$ cat config.mk
export PLATFORM = sky130hd
export DESIGN_NAME = rr_sel_arbiter
export DESIGN_NICKNAME = d
export VERILOG_FILES = /design/src/rtl/rr_sel_arbiter.sv
export SDC_FILE = /design/constraint.sdc
export NUM_CORES = 1
export LEC_CHECK = 0
export ABC_AREA = 1
export CORE_ASPECT_RATIO = 0.5
export CORE_MARGIN = 10
export CORE_UTILIZATION = 57
export CTS_CLUSTER_DIAMETER = 60
export DETAILED_ROUTE_END_ITERATION = 8
export MAX_ROUTING_LAYER = met4
export PLACE_DENSITY = 0.82
export SLEW_MARGIN = 20
export SYNTH_ARGS = -nofsm -noshare
export SYNTH_HDL_FRONTEND = slang
export SYNTH_SLANG_ARGS = --single-unit
$ cat constraint.sdc
create_clock -name clk -period 11.41 [get_ports clk]
set_clock_uncertainty 0.05 [all_clocks]
set_input_delay 3.423 -clock clk [delete_from_list [all_inputs] [get_ports clk]]
set_output_delay 3.423 -clock clk [all_outputs]
set_load 0.02 [all_outputs]
$ cat src/rtl/rr_sel_arbiter.sv
// Round-robin arbiter that owns the select input of a 16->40 select decoder.
// The owner finish strobe is named grant_release because "release" is a reserved word.
module rr_sel_arbiter #(
    parameter int N_REQ    = 40,
    parameter int SEL_W    = 16,
    parameter int MAX_HOLD = 15
) (
    input  logic             clk,
    input  logic             rst,
    input  logic [N_REQ-1:0] req,
    input  logic             grant_release,
    output logic             grant_valid,
    output logic [SEL_W-1:0] grant_sel,
    output logic [N_REQ-1:0] grant_onehot,
    output logic             timeout,
    output logic             busy
);
    localparam int IDX_W = $clog2(N_REQ);
    localparam logic [IDX_W:0] N_REQ_W = (IDX_W+1)'(N_REQ);
    localparam logic [IDX_W-1:0] LAST_IDX = IDX_W'(N_REQ - 1);
    localparam logic [7:0] MAX_HOLD_W = 8'(MAX_HOLD);

    typedef enum logic [1:0] {IDLE, GRANT, GAP} state_t;

    state_t           state;
    logic [IDX_W-1:0] ptr;
    logic [7:0]       hold_cnt;

    logic [2*N_REQ-1:0] req_dbl;
    logic [N_REQ-1:0]   req_rot;
    logic               win_found;
    logic [IDX_W-1:0]   win_off;
    logic [IDX_W:0]     win_sum;
    logic [IDX_W-1:0]   win_idx;
    logic [IDX_W-1:0]   owner;
    logic               own_req;
    logic               hold_done;
    logic               grant_end;

    // Rotate requests so bit 0 is the requester at ptr, pick the lowest set bit,
    // then rotate the offset back into an absolute index.
    always_comb begin
        req_dbl   = {req, req} >> ptr;
        req_rot   = req_dbl[N_REQ-1:0];
        win_found = 1'b0;
        win_off   = '0;
        for (int i = 0; i < N_REQ; i++) begin
            if (!win_found && req_rot[i]) begin
                win_found = 1'b1;
                win_off   = IDX_W'(i);
            end
        end
        win_sum = {1'b0, ptr} + {1'b0, win_off};
        if (win_sum >= N_REQ_W) begin
            win_sum = win_sum - N_REQ_W;
        end
        win_idx = win_sum[IDX_W-1:0];
    end

    assign owner     = grant_sel[IDX_W-1:0];
    assign own_req   = |(req & grant_onehot);
    assign hold_done = (hold_cnt == MAX_HOLD_W);
    assign grant_end = grant_release | ~own_req | hold_done;
    assign busy      = (state != IDLE);

    always_ff @(posedge clk) begin
        if (rst) begin
            state        <= IDLE;
            ptr          <= '0;
            hold_cnt     <= '0;
            grant_valid  <= 1'b0;
            grant_sel    <= '0;
            grant_onehot <= '0;
            timeout      <= 1'b0;
        end else begin
            timeout <= 1'b0;
            case (state)
                IDLE: begin
                    if (win_found) begin
                        state        <= GRANT;
                        grant_valid  <= 1'b1;
                        grant_sel    <= SEL_W'(win_idx);
                        grant_onehot <= N_REQ'(1) << win_idx;
                        hold_cnt     <= 8'd1;
                    end
                end
                GRANT: begin
                    if (grant_end) begin
                        state        <= GAP;
                        grant_valid  <= 1'b0;
                        grant_onehot <= '0;
                        ptr          <= (owner == LAST_IDX) ? '0 : owner + IDX_W'(1);
                        // Timeout only when the hold limit is the sole reason for ending.
                        timeout      <= hold_done & own_req & ~grant_release;
                    end else if (hold_cnt != 8'hFF) begin
                        hold_cnt <= hold_cnt + 8'd1;
                    end
                end
                GAP: begin
                    state <= IDLE;
                end
                default: begin
                    state <= IDLE;
                end
            endcase
        end
    end
endmodule

==> results of run 1 <==
## cell usage in the layout, fill, tap and decap left out, types with 3 or more instances in the layout
master / Yosys / routed
a2111oi_0: 4 / 4
a211oi_1: 3 / 3
a21oi_1: 42 / 42
a21oi_2: 6 / 6
a221oi_1: 4 / 4
a22o_1: 7 / 7
a22oi_1: 5 / 5
a31oi_1: 6 / 6
and2_0: 4 / 4
buf_4: 12 / 14
clkbuf_16: 0 / 9
clkdlybuf4s50_1: 0 / 90
conb_1: 1 / 10
dfxtp_1: 64 / 64
ha_1: 9 / 9
inv_1: 130 / 129
inv_2: 6 / 9
nand2_1: 373 / 373
nand2_2: 5 / 5
nand3_1: 342 / 342
nand3_2: 10 / 10
nand3b_1: 3 / 3
nand4_1: 16 / 16
nand4_2: 5 / 5
nor2_1: 136 / 135
nor2_2: 3 / 4
nor2_4: 5 / 5
nor3_1: 14 / 14
o2111ai_1: 3 / 3
o211ai_1: 5 / 5
o21ai_0: 46 / 44
o21ai_1: 12 / 14
or2_2: 3 / 3
xor2_1: 4 / 4
## metal layers
metal	track usage [%]	up-vias	wire length (µm)
met3	6.16	57	3290
li1	-	4683	-
met1	38.6	4425	11900
met4	10.0	0	796
met2	48.0	568	12900
met5	-	-	0
## cell families (layout without fill, tap and decap cells)
| logic type | Yosys count | in the layout | synth area share (%) |
|---|---|---|---|
| and+or+nand+nor | 926 | 926 | 55.0 |
| buffers and inverters | 231 | 261 | 13.8 |
| AOI/OAI and AO/OA | 153 | 153 | 12.2 |
| DFF | 64 | 64 | 16.7 |
| adders and majority gates | 10 | 10 | 1.73 |
| xor gates and xnor gates | 4 | 4 | 0.458 |
| other | 1 | 12 | 0.0490 |
## sequential cells by signal, indices dropped and copies added (netlist names)
register / cells
ptr: 6
grant_valid: 1
timeout: 1
grant_onehot: 40
state: 2
grant_sel: 6
hold_cnt: 8
## worst max-delay path by stage
stage,from,endpoint,slack (ps),depth (start not counted)
6_report,req[15],grant_onehot[36],690,48
5_1_grt,req[39],grant_onehot[39],10,48
4_1_cts,req[39],grant_onehot[4],720,50
3_5_place_dp,req[39],grant_onehot[8],470,50
3_3_place_gp,req[15],grant_onehot[0],880,49
2_1_floorplan,req[38],grant_onehot[0],2280,46
## worst max-delay path, delay by kind of cell
family / cells / cell delay [ps]
AOI/OAI and AO/OA: 3 / 510
xor gates and xnor gates: 1 / 220
adders and majority gates: 2 / 700
buffers and inverters: 7 / 1280
and+or+nand+nor: 35 / 4790
## repair_timing
item	CTS	global route
endpoints found under the setup margin	0	26
endpoints found under the hold margin	0	0
resized for setup	0	5
hold buffers	0	0
## cell type report
cell class | instances | area share (%)
tap | 170 | 2.44
antenna | 2 | 0.0574
inverter | 141 | 6.13
timing repair buffer | 105 | 11.6
sequential | 64 | 14.7
multi-input combinational | 1103 | 61.4
clock inverter | 3 | 0.746
clock buffer | 12 | 2.94
## metrics by stage
step | instances | setup WS [ps] | util (%) | area, µm²
3_5_place_dp | 1583 | 466 | 65.2 | 8390
3_3_place_gp | 1583 | 875 | 65.2 | 8390
5_1_grt | 1600 | 11.3 | 67.7 | 8720
6_report | 1600 | 687 | 67.7 | 8720
2_1_floorplan | 1398 | 2280 | - | 7680
4_1_cts | 1598 | 723 | 67.7 | 8710
==> key figures, run 1 <==
CTS
  • CTS buffer count: 9
  • Clock sinks: 64
  • Clock tree buffer depth: 2
  • Clock latency at the later pin of the worst-skew pair: 340 ps
  • Root buffer cell: clkbuf_16
  • CTS H-tree lvls: 3
  • Reg clk slew, reported paths: 50 ps
  • CTS tree: built
  • Setup Buffers After CTS: 0

Route
  • DR WL/cell: 18.0 µm
  • DRT Pass-1 Iters: 6
  • Drt total wl: 28.9 mm
  • Via Count: 9,733
  • Routed vias/inst: 6.08
  • DRC Markers: 0
  • Initial DRC Count: 1,501
  • ANT nets after route: 0

Worst setup path
  • CP Launch Type: input pin
  • Worst endpoint required time: 11,620 ps
  • Reg2Reg Capture Point: grant_onehot[36]
  • Data arrival time of the critical path: 10,930 ps
  • Crit path max-delay cell type: fa_1
  • Worst-case reg-to-reg path depth: 48
  • Worst Path Max Fanout: 7
  • Critical path's most frequent cell: nor2_1
  • Critical path type: input pin to flop
  • Crit end category: flop
  • CP max stage delay: 520 ps
  • FF-to-FF Start: ptr[3]
  • Reg2Reg Setup Slack: 2800 ps

STA
  • Hold slack: 434 ps
  • Slew @ Worst Pin: 956 ps
  • Unrepaired setup endpoints after global routing: false
  • Hold Fails Final Rpt: 0
  • Max-slew violations: 0
  • Final setup fails: 0
  • Fin crit period: 10,720 ps
  • Final period util: 94.0%
  • Relative slew slack: 36.1%
  • FMAX: 0.0933 GHz
  • Setup TNS: 0 ps

Cells and area
  • Share of post-route cells with drive strength above 1: 5.74%
  • Fin nets: 1,477
  • Area of the multi-input gates: 0.00535 mm²
  • Filler cells: 1,179
  • Reg area: 0.00128 mm²
  • Area Overhead vs Synth: 13.9%

Hold path
  • Hold Crit Start: grant_sel[3]
  • Hold Path End: grant_sel[3]
  • Min-Delay Path Depth: 2
  • Worst Hold Class: flop to flop

Floorplanning
  • Initial Util: 59.4%
  • Core region area: 0.0129 mm²
  • Row count: 29
  • Die width: 184 µm
  • Die H: 102 µm
  • I/O pins: 102
  • Die ar.: 0.0187 mm²

Yosys
  • Count leader, synth: nand2_1
  • Top cell type's share of synthesized area: 22.4%
  • Asr flop ratio synth: 0%
  • Largest cells by area after synthesis: nand3_1 (22%), nand2_1 (18%), dfxtp_1 (17%)
  • Synth unique cells: 54
  • Yosys warning total: 0
  • Area leader, netlist: nand3_1
  • Synth Cell Area: 0.00765 mm²
  • #FFs+latches synth: 64
  • Syn Area/Cell: 5.51 µm²
  • Number of synthesized flops with an enable pin: 0
  • Synth Flop Type: dfxtp_1
  • Sequential-to-total area share from yosys stat: 16.7%
  • Synth top cells by count: nand2_1 (373), nand3_1 (342), nor2_1 (136), inv_1 (130), dfxtp_1 (64)
  • Gate Count Post-Synth: 1,389

Global route
  • First-pass GRT wire length: 44.9 mm
  • GRT Overall Usage: 30.5%
  • Initial antenna violation count: 2
  • Global route total overflow: 0
  • Vias in the first global route: 8,691
  • Largest net degree at the start of global routing: 51

Run status
  • Status: finished, final reports clean

Place
  • RD Place Congestion: 1.06
  • Hpwl dp: 22.4 mm
  • PortBufs: 91

Run
  • Max_cap viols: 0
Power of run 1 is not shown: default switching activity piles up to over one toggle a cycle in this logic, so the estimate is an artifact.
==> run 2: changes to the inputs <==
==> constraint.sdc (replaced) <==
create_clock -name clk -period 11.41 [get_ports clk]
set_clock_uncertainty 0.05 [all_clocks]
set_input_delay 2.282 -clock clk [delete_from_list [all_inputs] [get_ports clk]]
set_output_delay 2.282 -clock clk [all_outputs]
set_load 0.02 [all_outputs]
==> run 2 against run 1 <==
Compared with the run above: global-route usage up 0.16 points; sequential share of layout area up 0.093 points; design area down 0.63%; critical path depth up 1; worst hold slack worse by 3.7 ps; highest routed layer unchanged.
==> key figures, run 2 (synthesized netlist as in run 1, its figures left out) <==
Run status
  • Status: finished, final reports clean

Cells and area
  • Area Overhead vs Synth: 13.2%
  • Top reg by flops: grant_onehot
  • Share of post-route cells with drive strength above 1: 5.33% (-0.42 points)
  • Biggest regs: grant_onehot: 40 flops, hold_cnt: 8 flops
  • Diode count: 0 (-2)
  • Number of flip-flops in the largest register: 40 (unchanged)
  • Fin nets: 1,478 (+0.068%)
  • Most frequent cells in the layout: nand2_1 (373), nand3_1 (342), nor2_1 (136)
  • Commonest non-fill, non-tap cell in the layout: nand2_1
  • Post-Layout Inst Area: 0.00866 mm² (-0.63%)

Worst setup path
  • Data arrival time of the critical path: 10,170 ps (-760 ps)
  • Critical path type: input pin to flop
  • Critical path's most frequent cell: nor2_1
  • CP Launch Type: input pin
  • Worst Path Max Fanout: 9 (+2)
  • Crit path max-delay cell type: clkdlybuf4s50_1
  • Crit end category: flop
  • Worst Setup SP: req[11]
  • Worst Setup EP: grant_onehot[8]
  • CP max stage delay: 500 ps (-20 ps)
  • Worst-case reg-to-reg path depth: 50 (+4.2%)
  • CP top delay family: simple AND/OR/NAND/NOR gates
  • Reg2Reg Capture Point: grant_onehot[8]
  • WP depth: 49 (+2.1%)
  • Worst endpoint required time: 11,630 ps (about the same)
  • Crit path buf inv count: 6 (-1)
  • FF-to-FF Start: ptr[0]
  • Reg2Reg Setup Slack: 2890 ps (+90 ps)

STA
  • Relative slew slack: 30.8% (-5.4 points)
  • Unrepaired setup endpoints after global routing: false
  • Fin crit period: 9950 ps (-770 ps)
  • Slew @ Worst Pin: 1030 ps (+76.7 ps)
  • FMAX: 0.100 GHz (+7.7%)
  • Final period util: 87.2% (-6.8 points)
  • Hold Fails Final Rpt: 0 (unchanged)
  • Max-slew violations: 0 (unchanged)
  • Final setup fails: 0 (unchanged)
  • Setup TNS: 0 ps (unchanged)

Hold path
  • Worst Hold Class: flop to flop

Global route
  • Initial antenna violation count: 0 (-2)
  • GRT Overall Usage: 30.7% (+0.16 points)
  • Global route total overflow: 0 (unchanged)
  • First-pass GRT wire length: 45.3 mm (+0.85%)
  • Largest net degree at the start of global routing: 51 (unchanged)
  • Vias in the first global route: 8,598 (-1.1%)

CTS
  • Clock sinks: 64 (unchanged)
  • Clock latency at the later pin of the worst-skew pair: 330 ps (about the same)
  • Root buffer cell: clkbuf_16
  • CTS buffer count: 9 (unchanged)
  • CTS tree: built
  • Clock tree buffer depth: 2 (unchanged)
  • Setup Buffers After CTS: 0 (unchanged)
  • CTS resizes: 0 (unchanged)
  • CTS H-tree lvls: 3 (unchanged)
  • CTS hold repair buffers: 0 (unchanged)
  • Reg clk slew, reported paths: 50 ps (about the same)

Floorplanning
  • Initial Util: 59.4% (unchanged)
  • Core region area: 0.0129 mm² (unchanged)
  • I/O pins: 102 (unchanged)
  • Die ar.: 0.0187 mm² (unchanged)
  • Die width: 184 µm (unchanged)
  • Die H: 102 µm (unchanged)
  • Row count: 29 (unchanged)

Route
  • Via Count: 9,703 (-0.31%)
  • Initial DRC Count: 1,468 (-2.2%)
  • Routed vias/inst: 6.08 (-0.12%)
  • Drt total wl: 29.0 mm (+0.36%)
  • DR WL/cell: 18.1 µm (+0.55%)
  • ANT nets after route: 0 (unchanged)
  • DRC Markers: 0 (unchanged)
  • DRT Pass-1 Iters: 6 (unchanged)

Place
  • Cell Area, Placed: 0.00840 mm² (about the same)
  • RD Place Congestion: 1.04 (-1.3%)
  • PortBufs: 91 (unchanged)
  • Hpwl dp: 22.7 mm (+1.3%)

Run
  • Max_cap viols: 0 (unchanged)
run 2: cell count changes in the layout (fill, tap and decap cells not counted), sizes merged:
cell	previous run	this run
diode	2	0
clkinv	2	5
clkdlybuf4s50	90	91
inv	140	137
bufinv	2	0
run 2: worst min path at each step:
stage | depth (start not counted) | from | to | slack, ps
2_1_floorplan | 2 | hold_cnt[3] | hold_cnt[3] | 400
3_3_place_gp | 2 | grant_valid | grant_valid | 410
3_5_place_dp | 2 | grant_valid | grant_valid | 420
4_1_cts | 2 | grant_sel[3] | grant_sel[3] | 430
5_1_grt | 2 | grant_valid | grant_valid | 450
6_report | 2 | grant_sel[3] | grant_sel[3] | 430
run 2: metal layers:
layer | global-route usage, % | part of all wire [%] | vias up
met5 | - | 0 | -
met4 | 7.75 | 2.1 | 0
met3 | 4.53 | 10 | 53
met2 | 48.5 | 45 | 569
met1 | 40.3 | 42 | 4406
li1 | - | - | 4675
run 2: per-stage QoR:
step | worst slack, ps | hold WS [ps] | instances | util [%]
2_1_floorplan | 3420 | 402 | 1398 | -
3_3_place_gp | 1650 | 406 | 1584 | 65.2
3_5_place_dp | 1350 | 424 | 1584 | 65.2
4_1_cts | 1630 | 432 | 1597 | 67.2
5_1_grt | 695 | 448 | 1597 | 67.2
6_report | 1460 | 430 | 1597 | 67.2
run 2: layout make-up:
cell class | instances | area, µm²
Clock buffer | 12 | 256
Fill cell | 1188 | 4220
Timing Repair Buffer | 106 | 1020
Tap cell | 170 | 213
Inverter | 141 | 534
Multi-Input combinational cell | 1103 | 5350
Clock inverter | 1 | 5.00
Sequential cell | 64 | 1280
run 2: worst reg2reg max path, delay by kind of cell (launching register included):
family	cells	cell delay, ps
fa+ha+maj	3	770
compound gates	5	1150
simple gates	33	4460
flops	1	310
xor+xnor	2	420
buf+inv	7	1310
Power of run 2 is left out for the same reason.
